**config.mk**
```make
export PLATFORM = sky130hd
export DESIGN_NAME = v810_busarb
export DESIGN_NICKNAME = d
export VERILOG_FILES = /design/src/rtl/v810_busarb.sv
export SDC_FILE = /design/constraint.sdc
export NUM_CORES = 1
export LEC_CHECK = 0
export BUFFER_PORTS_ARGS = -buffer_cell sky130_fd_sc_hd__buf_2
export CELL_PAD_IN_SITES_DETAIL_PLACEMENT = 1
export CELL_PAD_IN_SITES_GLOBAL_PLACEMENT = 1
export CORE_MARGIN = 5
export CORE_UTILIZATION = 29
export CTS_BUF_LIST = sky130_fd_sc_hd__clkbuf_8
export DETAILED_ROUTE_END_ITERATION = 10
export GPL_TIMING_DRIVEN = 0
export PLACE_DENSITY_LB_ADDON = 0.15
export REMOVE_ABC_BUFFERS = 1
export SLEW_MARGIN = 20
export SYNTH_ARGS = -nofsm -noshare
export SYNTH_HDL_FRONTEND = slang
export SYNTH_SLANG_ARGS = --single-unit
```
**constraint.sdc**
```tcl
create_clock -name CLK -period 1.8 [get_ports CLK]
set_input_delay 0.09 -clock CLK [delete_from_list [all_inputs] [get_ports CLK]]
set_output_delay 0.09 -clock CLK [all_outputs]
set_load 0.01 [all_outputs]
```
**src/rtl/v810_busarb.sv**
```systemverilog
// v810_busarb: arbitrates NCH requester channels onto the single external
// V810 bus and runs the BCYSTn/READYn bus cycle, including SZRQn half-word
// sizing with an automatic second cycle for the upper half.
// Optional feature macro: V810_BUSARB_ROUND_ROBIN_EN selects round-robin
// arbitration; when undefined, the lowest-index requester wins.
module v810_busarb #(
    parameter int NCH = 2
) (
    input  logic              CLK,
    input  logic              RESn,
    input  logic              CE,
    input  logic [NCH-1:0]    CH_REQ,
    input  logic [NCH*32-1:0] CH_A,
    input  logic [NCH*32-1:0] CH_DO,
    input  logic [NCH*4-1:0]  CH_BE,
    input  logic [NCH-1:0]    CH_WR,
    input  logic [NCH-1:0]    CH_MRQ,
    input  logic [NCH*2-1:0]  CH_ST,
    output logic [NCH-1:0]    CH_ACK,
    output logic [31:0]       CH_DI,
    output logic [31:0]       A,
    input  logic [31:0]       D_I,
    output logic [31:0]       D_O,
    output logic [3:0]        BEn,
    output logic [1:0]        ST,
    output logic              DAn,
    output logic              MRQn,
    output logic              RW,
    output logic              BCYSTn,
    input  logic              READYn,
    input  logic              SZRQn
);

    localparam int GW = (NCH > 1) ? $clog2(NCH) : 1;

    typedef enum logic [1:0] {IDLE, T1, T2, DONE} state_t;

    state_t         state, state_n;
    logic [GW-1:0]  grant, grant_n;
    logic [1:0]     be_hi, be_hi_n;
    logic           upper, upper_n;

    logic [31:0]    a_n, d_o_n, ch_di_n;
    logic [3:0]     ben_n;
    logic [1:0]     st_n;
    logic           dan_n, mrqn_n, rw_n, bcystn_n;
    logic [NCH-1:0] ack_n;

    logic           req_any;
    logic [GW-1:0]  win;
    logic [31:0]    sel_a, sel_do;
    logic [3:0]     sel_be;
    logic           sel_wr, sel_mrq;
    logic [1:0]     sel_st;

    assign req_any = |CH_REQ;

`ifdef V810_BUSARB_ROUND_ROBIN_EN
    logic [GW-1:0]    rr_ptr, rr_ptr_n;
    logic [2*NCH-1:0] req_rot;
    logic             rr_found;
    int               rr_idx;
    int               rr_nxt;

    // Round-robin pick: rotate requests so the search starts at rr_ptr
    always_comb begin
        req_rot  = {CH_REQ, CH_REQ} >> rr_ptr;
        win      = '0;
        rr_found = 1'b0;
        rr_idx   = 0;
        for (int k = 0; k < NCH; k++) begin
            if (!rr_found && req_rot[k]) begin
                rr_idx = int'(rr_ptr) + k;
                if (rr_idx >= NCH) rr_idx = rr_idx - NCH;
                win      = GW'(rr_idx);
                rr_found = 1'b1;
            end
        end
    end

    // Next search start is the channel after the one granted this cycle
    always_comb begin
        rr_ptr_n = rr_ptr;
        rr_nxt   = 0;
        if (state == IDLE && req_any) begin
            rr_nxt = int'(win) + 1;
            if (rr_nxt >= NCH) rr_nxt = 0;
            rr_ptr_n = GW'(rr_nxt);
        end
    end

    // Round-robin pointer register
    always_ff @(posedge CLK) begin
        if (!RESn)
            rr_ptr <= '0;
        else if (CE)
            rr_ptr <= rr_ptr_n;
    end
`else
    // Fixed priority: lowest-index requesting channel wins
    always_comb begin
        win = '0;
        for (int i = NCH - 1; i >= 0; i--) begin
            if (CH_REQ[i]) win = GW'(i);
        end
    end
`endif

    // Route the winning channel's request fields
    always_comb begin
        sel_a   = '0;
        sel_do  = '0;
        sel_be  = '0;
        sel_wr  = 1'b0;
        sel_mrq = 1'b0;
        sel_st  = '0;
        for (int i = 0; i < NCH; i++) begin
            if (win == GW'(i)) begin
                sel_a   = CH_A[32*i +: 32];
                sel_do  = CH_DO[32*i +: 32];
                sel_be  = CH_BE[4*i +: 4];
                sel_wr  = CH_WR[i];
                sel_mrq = CH_MRQ[i];
                sel_st  = CH_ST[2*i +: 2];
            end
        end
    end

    // Bus cycle sequencing and next values of every registered output
    always_comb begin
        state_n  = state;
        grant_n  = grant;
        be_hi_n  = be_hi;
        upper_n  = upper;
        a_n      = A;
        d_o_n    = D_O;
        ben_n    = BEn;
        st_n     = ST;
        dan_n    = DAn;
        mrqn_n   = MRQn;
        rw_n     = RW;
        bcystn_n = BCYSTn;
        ack_n    = '0;
        ch_di_n  = CH_DI;

        case (state)
            IDLE: begin
                if (req_any) begin
                    grant_n = win;
                    be_hi_n = sel_be[3:2];
                    if (sel_be == 4'h0) begin
                        // Nothing to transfer: acknowledge without a bus cycle
                        state_n = DONE;
                        ch_di_n = '0;
                        for (int i = 0; i < NCH; i++) begin
                            if (win == GW'(i)) ack_n[i] = 1'b1;
                        end
                    end else begin
                        a_n = sel_a;
                        if (sel_be[1:0] == 2'b00) a_n[1] = 1'b1;
                        upper_n  = (sel_be[1:0] == 2'b00);
                        d_o_n    = sel_do;
                        ben_n    = ~sel_be;
                        rw_n     = ~sel_wr;
                        mrqn_n   = ~sel_mrq;
                        st_n     = sel_st;
                        dan_n    = 1'b0;
                        bcystn_n = 1'b0;
                        state_n  = T1;
                    end
                end
            end
            T1: begin
                bcystn_n = 1'b1;
                state_n  = T2;
            end
            T2: begin
                if (!READYn) begin
                    if (RW) begin
                        for (int l = 0; l < 4; l++) begin
                            if (!BEn[l]) ch_di_n[8*l +: 8] = D_I[8*l +: 8];
                        end
                    end
                    if (!SZRQn && !upper && (be_hi != 2'b00)) begin
                        // Device is 16 bits wide: repeat for the upper half-word
                        a_n[1]   = 1'b1;
                        ben_n    = {~be_hi, 2'b11};
                        bcystn_n = 1'b0;
                        upper_n  = 1'b1;
                        state_n  = T1;
                    end else begin
                        dan_n   = 1'b1;
                        mrqn_n  = 1'b1;
                        ben_n   = 4'hF;
                        state_n = DONE;
                        for (int i = 0; i < NCH; i++) begin
                            if (grant == GW'(i)) ack_n[i] = 1'b1;
                        end
                    end
                end
            end
            DONE: begin
                dan_n   = 1'b1;
                mrqn_n  = 1'b1;
                ben_n   = 4'hF;
                state_n = IDLE;
            end
            default: state_n = IDLE;
        endcase
    end

    // State and output registers; reset wins over CE
    always_ff @(posedge CLK) begin
        if (!RESn) begin
            state  <= IDLE;
            grant  <= '0;
            be_hi  <= '0;
            upper  <= 1'b0;
            A      <= '0;
            D_O    <= '0;
            BEn    <= 4'hF;
            ST     <= 2'b00;
            DAn    <= 1'b1;
            MRQn   <= 1'b1;
            RW     <= 1'b1;
            BCYSTn <= 1'b1;
            CH_ACK <= '0;
            CH_DI  <= '0;
        end else if (CE) begin
            state  <= state_n;
            grant  <= grant_n;
            be_hi  <= be_hi_n;
            upper  <= upper_n;
            A      <= a_n;
            D_O    <= d_o_n;
            BEn    <= ben_n;
            ST     <= st_n;
            DAn    <= dan_n;
            MRQn   <= mrqn_n;
            RW     <= rw_n;
            BCYSTn <= bcystn_n;
            CH_ACK <= ack_n;
            CH_DI  <= ch_di_n;
        end
    end

endmodule

```
## After elaboration in Yosys (flattened, before gate mapping)

Index checks and enable logic that the tools add are counted.

| cells by class | value |
|---|---|
| equal/unequal tests | 14 |
| muxes and demuxes | 56 |
| bitwise logic cells | 5 |
| reduce and logical (&&, ||, !) cells | 23 |

Operator list:

| cell | number |
|---|---|
| $mux 32 | 6 |
| $pmux 32 s2 | 1 |
| $mux 8 | 4 |
| $reduce_and 7->1 | 4 |
| $mux 2 | 11 |
| $ne 2x2->1 const B | 11 |
| $mux 1 | 21 |
| $mux 4 | 5 |
| $reduce_and 6->1 | 3 |
| $pmux 4 s3 | 1 |
| $pmux 1 s3 | 3 |
| $pmux 2 s4 | 1 |
| $reduce_and 3->1 | 2 |
| $reduce_bool 3->1 | 2 |
| $reduce_and 5->1 | 1 |
| $eq 2x2->1 const B | 2 |
| $logic_not 2->1 | 2 |
| $logic_not 4->1 | 1 |
| $not 4->4 | 1 |
| $pmux 1 s2 | 2 |
| $pmux 2 s2 | 1 |
| $reduce_and 4->1 | 1 |
| $reduce_bool 2->1 | 2 |
| $not 1->1 | 3 |
| 5 further kinds | 7 |

| storage, ports and cells | value |
|---|---|
| register bits | 114 |
| input port bits | 183 |
| logic and storage cells | 116 |

## Depth between registers and ports, before layout

Gate-level depths: netlist (run 1).

| logic depth | value |
|---|---|
| word-level depth | 8 |
| mapped depth | 9 |

## Worst setup path before layout (run 1)

Ideal clock, no wire load.

| timing | value |
|---|---|
| path type | register to register |
| start point | reg state[0] |
| end point | reg CH_DI[0] |
| setup time | 0.117 ns |
| arrival | 1.674 ns |
| data required time | 1.683 ns |
| path slack | 0.009 ns |
| stages on the path, launching flop included | 7 |
| buffers on the path | 1 |
| period minus slack after synthesis | 1.791 ns |
| path through | dfxtp_1 > buf_2 > nand2b_1 > a21oi_1 > o21ai_0 > o21bai_2 > a32o_1 |

| on the way | value |
|---|---|
| longest elaborated chain between the ends | 3 |

Ends and longest elaborated chain:

| item | RTL line | source |
|---|---|---|
| from (decl) | 38 | `state_t state, state_n;` |
| from (signal assigned) | 230 | `state <= state_n;` |
| $eq 2x2->1 / $logic_not 2->1 (equally long branches) | 146 | `case (state)` |
| $ne 2x2->1 (no source line) / $reduce_bool 2->1 (equally long branches) | -- |  |
| $reduce_and 7->1 (no source line) | -- |  |
| to (signal assigned) | 243 | `CH_DI <= ch_di_n;` |
| to (decl) | 20 | `output logic [31:0] CH_DI,` |

Parallel ways exist; a longest one is shown, timed or not.
A chain may end at the register's enable or synchronous reset.

## Final worst setup path (run 1)

| timing | value |
|---|---|
| start point | reg state[1] |
| end point | reg D_O[22] |

| on the way | value |
|---|---|
| longest elaborated chain between the ends | 2 |

Ends and longest elaborated chain:

| item | RTL line | source |
|---|---|---|
| $logic_not 2->1 | 146 |  |
| $reduce_and 4->1 (no source line) | -- |  |
| to (signal assigned) | 235 | `D_O <= d_o_n;` |
| to (decl) | 23 | `output logic [31:0] D_O,` |

Every way passes these cells.

==> flow_summary.json, run 1 <==
{
  "worst-r2r-cell-count": 8,
  "leakage_nw": 4.28,
  "die_area_mm2": 0.0208,
  "hold_slack_ps": 53.2,
  "cp_cell_sequence": "nor2_4 -> and3_4 -> a21boi_4 -> clkbuf_16 -> buf_16 -> bufbuf_16 -> nor2_1 -> a311oi_2",
  "critPathMaxFanout": 11,
  "wirelength_um": 25700,
  "clk_latency_ps": 420,
  "synth.top_cell.area_share_pct": 43.6,
  "max_slew.worst_pin.slew_ps": 518,
  "setup_viol": 1,
  "fin_area_mm2": 0.00959,
  "drive_gt1_share_pct": 43.5,
  "placedCellCount": 1056,
  "crit_required_ps": 2130,
  "final_common_cell": "buf_2",
  "hp-class": "in -> reg",
  "antenna_found_initial": 2,
  "syn_area_per_cell_um2": 9.11,
  "outcome": "complete, but fails checks",
  "yosysTopAreaCell": "dfxtp_1",
  "via_per_inst": 5.07,
  "dpl.hpwl_um": 15400,
  "cp.arrival_ps": 2180,
  "seq_area_frac_synth_pct": 43.6,
  "htreeDepth": 4,
  "post-route-period-util_pct": 103,
  "final_util_pct": 53.7,
  "syn_to_final_growth_pct": 83.3,
  "cts_buffers": 17,
  "fillCellCount": 2048,
  "yosys_register_bits": 114,
  "first_pass_iters": 5,
  "max_stage_delay_ps": 360,
  "synthCells": 574,
  "finalSetupTns_ps": -47.2,
  "crit_path_start_kind": "register",
  "ios": 291,
  "gp_congestion": 0.784,
  "fin_worst_skew_ps": 11.1,
  "holdPathStages": 4,
  "hold_viol": 0,
  "p_total_mw": 7.16,
  "period_minus_slack_ps": 1850,
  "cp_slowest_cell": "dfxtp_4",
  "core_area_mm2": 0.0178,
  "maxSlewHeadroom_pct": 65.5,
  "post_dp_cell_area_mm2": 0.00703,
  "final_cell_mix": "289 x buf_2, 165 x dlygate4sd3_1, 144 x nand2_1",
  "route.detailed.drc": 0,
  "critPathKind": "reg -> reg",
  "wl_per_cell_um": 20.0,
  "maxCapViolations": 0,
  "drtAntennaViolNets": 0,
  "setup_ws_ps": -47.2,
  "grtUsageTotal_pct": 23.5,
  "vdd_drop_max_v": 0.000383,
  "clkTransAtPathRegs_ps": 80,
  "ys_warn_count": 0,
  "powerDensity_mw_per_mm2": 746,
  "grt_setup_unrepaired": "true",
  "dp_slack_ps": -1340,
  "cts-root-buf": "clkbuf_8",
  "cts_tree": "done",
  "synthDistinctLibCells": 44,
  "grt_pass1_wl_um": 38600,
  "grt_max_degree": 59,
  "fmax_mhz": 541,
  "syn_area_mm2": 0.00523,
  "portBuffers": 290,
  "fin_nets": 1224,
  "end_kind": "register",
  "start_util_pct": 29.3,
  "rows": 49,
  "violations": "setup timing",
  "cts.sinks": 114,
  "grt_overflow": 0,
  "ys_top_cells_by_area": "dfxtp_1 44%, a311oi_2 17%, nand2_1 10%",
  "drtIter0Drc": 268,
  "fp.dieH_um": 144,
  "num_vias": 6511,
  "die_w_um": 144,
  "cts_buffer_depth": 2,
  "drv_slew": 0,
  "instances_no_fill": 1284,
  "grt_pass1_vias": 7290
}
==> layout make-up <==
type	instances	area, um^2	area share, %
multi-input cells	408	2860	29.8
well taps	229	287	2.99
clock buffers	17	234	2.44
repair buffers	494	3760	39.2
clock inverters	14	125	1.31
inverters	6	27.5	0.287
diodes	2	5.00	0.0522
flip-flops and latches	114	2290	23.9
==> synthesized netlist by cell type (all sizes together) <==
cell,n
o21a,1
and2,1
nor2,87
a311oi,66
nor3,4
or2,2
or4b,1
a21oi,9
a21boi,5
mux2i,8
nand2,145
a21o,1
o2111ai,1
inv,6
nor2b,2
o21ai,12
and3,2
o31a,1
mux2,1
a211oi,5
clkbuf,28
o41ai,1
a31oi,1
a32o,32
a32oi,1
nand4,1
o221ai,2
nor4b,1
o31ai,3
dfxtp,114
buf,19
o22ai,1
nand2b,4
o21bai,1
or3,1
nand3,4
==> worst paths after layout <==
check,startpoint,end,slack (ps)
worst max-delay path,state[1],D_O[22],-50
worst min-delay path,CH_BE[4],BEn[0],50
worst max register to register,state[1],D_O[22],-50
worst min register to register,CH_ACK[1],CH_ACK[1],480
==> power breakdown <==
part           switching [mW]  total [mW]  leakage (nW)  internal [mW]
clock                    1.07        2.26         0.189           1.19
sequential              0.134        2.84         0.935           2.71
combinational            1.00        2.05          3.16           1.05
==> flip-flops by register name, summed over array words and instances, names as in the netlist <==
register,flops
A,32
BCYSTn,1
BEn,4
CH_ACK,2
CH_DI,32
DAn,1
D_O,32
MRQn,1
RW,1
ST,2
be_hi,2
grant,1
state,2
upper,1
==> critical path, delay by kind of cell (launching register included) <==
kind	cells	cell delay (ps)
AOI/OAI and AO/OA	2	440
and+or+nand+nor	3	380
buffers and inverters	3	570
DFF	1	360
==> what timing repair did <==
item,in CTS,in global routing
pin swaps,1,31
buffers inserted,15,8
hold endpoints to repair,99,0
gates resized for setup,16,41
gates cloned,6,3
hold buffers,165,0
setup endpoints to repair,105,99
==> layer usage <==
layer	global-route usage, %	routed length, um
met5	0	0
met1	25.4	9630
met4	11.7	668
met3	8.04	2300
met2	40.9	13100
==> kinds of logic (layout without fill, tap and decap cells) <==
family          after synthesis  after routing  synth area share, %
simple gates                255            256                 19.8
buf+inv                      53            531                 4.78
mux                           9              9                 1.75
compound gates              143            143                 30.1
other cells                   0              2                    0
flops                       114            114                 43.6
Note: power is estimated with default switching activity, not from simulation.
==> run 2, diff against run 1 <==
- SKIP_CTS_REPAIR_TIMING: not set -> 1
==> flow_summary.json, run 2 (synthesized netlist as in run 1, its figures left out) <==
{
  "crit_family": "buffers and inverters",
  "critPathMaxFanout": 7,
  "grt_overflow": 0,
  "cts_buffers": 17,
  "dpl.hpwl_um": 15400,
  "worstHoldEndpoint": "DAn",
  "cts_tree": "done",
  "outcome": "complete, but fails checks",
  "first_pass_iters": 4,
  "fin_worst_skew_ps": 9.74,
  "fin_area_mm2": 0.00950,
  "holdPathStages": 3,
  "drive_gt1_share_pct": 42.9,
  "violations": "setup timing",
  "setup_viol": 72,
  "grt_pass1_vias": 6011,
  "leakage_nw": 4.25,
  "powerDensity_mw_per_mm2": 748,
  "crit_required_ps": 2130,
  "post_dp_cell_area_mm2": 0.00703,
  "hold_slack_ps": 37.1,
  "cp_slowest_cell": "dfxtp_4",
  "timing.rr.end": "A[15]",
  "wirelength_um": 24900,
  "rows": 49,
  "route.detailed.drc": 0,
  "cts-root-buf": "clkbuf_8",
  "clk_latency_ps": 440,
  "max_slew.worst_pin.slew_ps": 674,
  "clkTransAtPathRegs_ps": 70,
  "end_kind": "register",
  "net-switching-power_mw": 2.20,
  "maxCapViolations": 0,
  "fmax_mhz": 512,
  "fillCellCount": 2047,
  "power_frac_clock_pct": 32.1,
  "drtAntennaViolNets": 0,
  "period_minus_slack_ps": 1950,
  "antenna_found_initial": 2,
  "cp_cell_sequence": "nor2_4 -> and3_4 -> a21boi_4 -> clkbuf_16 -> buf_16 -> buf_16 -> buf_16 -> buf_16 -> nor2_2 -> a311oi_2",
  "drtIter0Drc": 201,
  "fin_nets": 1225,
  "cp.arrival_ps": 2290,
  "hp-start": "CE",
  "worst-r2r-cell-count": 10,
  "seq_power_share_pct": 40.0,
  "swShare_pct": 31.0,
  "cts_buffer_depth": 2,
  "syn_to_final_growth_pct": 81.7,
  "hp-class": "in -> reg",
  "register_area_mm2": 0.00229,
  "max_stage_delay_ps": 380,
  "start_util_pct": 29.3,
  "cp_common_cell": "buf_16",
  "post-route-period-util_pct": 108,
  "htreeDepth": 4,
  "combPwrFrac_pct": 27.9,
  "multiInputGateArea_mm2": 0.00283,
  "hold_viol": 0,
  "gp_congestion": 0.784,
  "grt_setup_unrepaired": "true",
  "portBuffers": 290,
  "ios": 291,
  "cts.sinks": 114,
  "grt_pass1_wl_um": 30700,
  "finalSetupTns_ps": -5600,
  "grt_max_degree": 59,
  "drv_slew": 0,
  "rr_startpoint": "state[0]",
  "p_total_mw": 7.11,
  "final_cell_mix": "289 x buf_2, 165 x dlygate4sd3_1, 145 x nand2_1",
  "reg2reg_slack_ps": -150,
  "setup_ws_ps": -152,
  "core_area_mm2": 0.0178,
  "vdd_drop_max_v": 0.000397,
  "grtUsageTotal_pct": 18.6,
  "dp_slack_ps": -1340,
  "wl_per_cell_um": 19.4,
  "fp.dieH_um": 144,
  "die_area_mm2": 0.0208,
  "die_w_um": 144,
  "top_regs": "A x32, CH_DI x32, D_O x32",
  "final_common_cell": "buf_2",
  "p_int_mw": 4.91,
  "num_vias": 6452,
  "instances_no_fill": 1285,
  "crit_buf_inv": 5,
  "final_util_pct": 53.3,
  "placedCellCount": 1056,
  "critPathKind": "reg -> reg",
  "via_per_inst": 5.02,
  "crit_path_start_kind": "register",
  "maxSlewHeadroom_pct": 54.7
}
## run 2: changes by cell type in the layout (fill, tap and decap cells not counted), sizes merged
cell,delta
clkbuf,+5
bufbuf,-3
nand2b,-1
## run 2: cell type report
type	instances	share of cell area, %
Antenna cell	2	0.0527
Clock buffer	17	2.46
Clock inverter	14	1.32
Inverter	6	0.290
Multi-Input combinational cell	407	29.7
Sequential cell	114	24.1
Tap cell	229	3.01
Timing Repair Buffer	496	39.0
## run 2: power groups by stage
stage	combinational [mW]	clock (mW)	sequential, mW
4_1_cts	1.45	2.37	2.83
3_3_place_gp	1.41	0	2.88
2_1_floorplan	0.735	0	2.96
3_5_place_dp	1.44	0	2.89
5_1_grt	2.13	2.44	2.87
6_report	1.98	2.28	2.85
## run 2: how the worst max path moves through the flow
stage	startpoint	to	slack (ps)	cells past startpoint
3_5_place_dp	CH_REQ[1]	A[7]	-1340	12
6_report	state[0]	A[15]	-150	10
3_3_place_gp	CH_REQ[0]	A[8]	-13050	5
5_1_grt	state[0]	A[15]	-240	10
2_1_floorplan	CH_REQ[0]	A[0]	-7980	4
4_1_cts	state[1]	A[15]	-1280	10
## run 2: worst reg2reg max path: stages, from the launching register on
cell,delay [ps]
dfxtp_4,380
nor2_4,140
and3_4,220
a21boi_4,200
clkbuf_16,170
buf_16,110
buf_16,110
buf_16,140
buf_16,140
nor2_2,40
a311oi_2,220
## run 2: layer usage
metal | part of all wire, % | up-vias | global-route usage (%)
li1 | - | 3018 | -
met1 | 38 | 3078 | 19.4
met2 | 51 | 288 | 32.4
met3 | 8.6 | 68 | 9.46
met4 | 3.1 | 0 | 6.48
met5 | 0 | - | 0
==> run 3, diff against run 2 <==
- RECOVER_POWER: not set -> 50
==> flow_summary.json, run 3 (synthesized netlist as in run 1, its figures left out) <==
{
  "powerDensity_mw_per_mm2": 752,
  "maxCapViolations": 0,
  "hold_slack_ps": 38.6,
  "setup_viol": 71,
  "cts_buffers": 17,
  "dp_slack_ps": -1340,
  "swShare_pct": 31.0,
  "cts.sinks": 114,
  "core_area_mm2": 0.0178,
  "grt_pass1_wl_um": 30700,
  "fin_nets": 1225,
  "die_area_mm2": 0.0208,
  "drv_slew": 0,
  "fin_worst_skew_ps": 11.0,
  "num_vias": 6437,
  "die_w_um": 144,
  "drtIter0Drc": 193,
  "grt_pass1_vias": 6011,
  "crit_required_ps": 2140,
  "portBuffers": 290,
  "end_kind": "register",
  "outcome": "complete, but fails checks",
  "rows": 49,
  "grt_max_degree": 59,
  "cts_tree": "done",
  "leakage_nw": 3.99,
  "finalSetupTns_ps": -5380,
  "violations": "setup timing",
  "hold_viol": 0,
  "p_int_mw": 4.89,
  "wirelength_um": 24900,
  "htreeDepth": 4,
  "vdd_drop_max_v": 0.000396,
  "ios": 291,
  "top_regs": "A x32, CH_DI x32, D_O x32",
  "post-route-period-util_pct": 108,
  "cts_buffer_depth": 2,
  "cts-root-buf": "clkbuf_8",
  "final_cell_mix": "227 x buf_2, 165 x dlygate4sd3_1, 145 x nand2_1",
  "combPwrFrac_pct": 27.7,
  "grtUsageTotal_pct": 18.6,
  "seq_power_share_pct": 40.2,
  "drtAntennaViolNets": 0,
  "max_slew.worst_pin.slew_ps": 678,
  "net-switching-power_mw": 2.20,
  "critPathMaxFanout": 10,
  "grt_overflow": 0,
  "start_util_pct": 29.3,
  "setup_ws_ps": -149,
  "grt_setup_unrepaired": "true",
  "maxSlewHeadroom_pct": 54.4,
  "cp.arrival_ps": 2290,
  "route.detailed.drc": 0,
  "critPathKind": "reg -> reg",
  "fmax_mhz": 513,
  "dpl.hpwl_um": 15400,
  "fp.dieH_um": 144,
  "crit_path_start_kind": "register",
  "first_pass_iters": 4,
  "period_minus_slack_ps": 1950,
  "power_frac_clock_pct": 32.2,
  "wl_per_cell_um": 19.4,
  "final_common_cell": "buf_2",
  "clk_latency_ps": 430,
  "antenna_found_initial": 2,
  "hp-class": "in -> reg",
  "gp_congestion": 0.784,
  "drive_gt1_share_pct": 37.0,
  "final_util_pct": 52.8,
  "via_per_inst": 5.01,
  "clkTransAtPathRegs_ps": 80,
  "p_total_mw": 7.09,
  "syn_to_final_growth_pct": 80.2
}
## run 3: changes by cell type in the layout (fill, tap and decap cells not counted), sizes merged
cell / delta
buf: -62
clkbuf: +62
## run 3: critical path: stages (launching register included)
cell and delay (ps):
dfxtp_4 410, nor2_4 60, and3_4 160, a21boi_4 150
clkbuf_16 180, buf_16 130, buf_16 120, buf_4 130
clkbuf_16 160, buf_4 130, a311oi_2 230
## run 3: layer usage
metal	up-vias	GRT usage, %	share of wire (%)
li1	3019	-	-
met1	3073	19.4	38
met2	279	32.4	50
met3	66	9.46	8.6
met4	0	6.48	3.1
met5	-	0	0
## run 3: path summary, 6_finish.rpt
check / to / start / cells past startpoint / slack (ps)
min: DAn / CE / 3 / 40
min reg2reg: CH_ACK[1] / CH_ACK[1] / 2 / 480
max: A[25] / state[1] / 10 / -150
max reg2reg: A[25] / state[1] / 10 / -150
## run 3: stage by stage
stage,area (um^2),std cells
6_report,9430,1285
3_5_place_dp,7030,1056
5_1_grt,9430,1285
3_3_place_gp,6740,1046
4_1_cts,7390,1087
2_1_floorplan,5000,527
## run 3: final cells by class
type                       instances  area, um^2
fill                            2077        8410
clock buffer                      17         234
clock inverter                    14         125
timing repair buffer             496        3630
antenna                            2        5.00
tap                              229         287
multi-input combinational        407        2830
sequential                       114        2290
inverter                           6        27.5
## run 3: power groups by stage
stage	Sequential (mW)	Clock, mW	Combinational (mW)
after floorplan	2.96	0	0.735
after global placement	2.88	0	1.41
after detailed placement	2.89	0	1.44
after CTS	2.83	2.37	1.45
after global routing	2.87	2.44	2.11
final	2.85	2.28	1.96
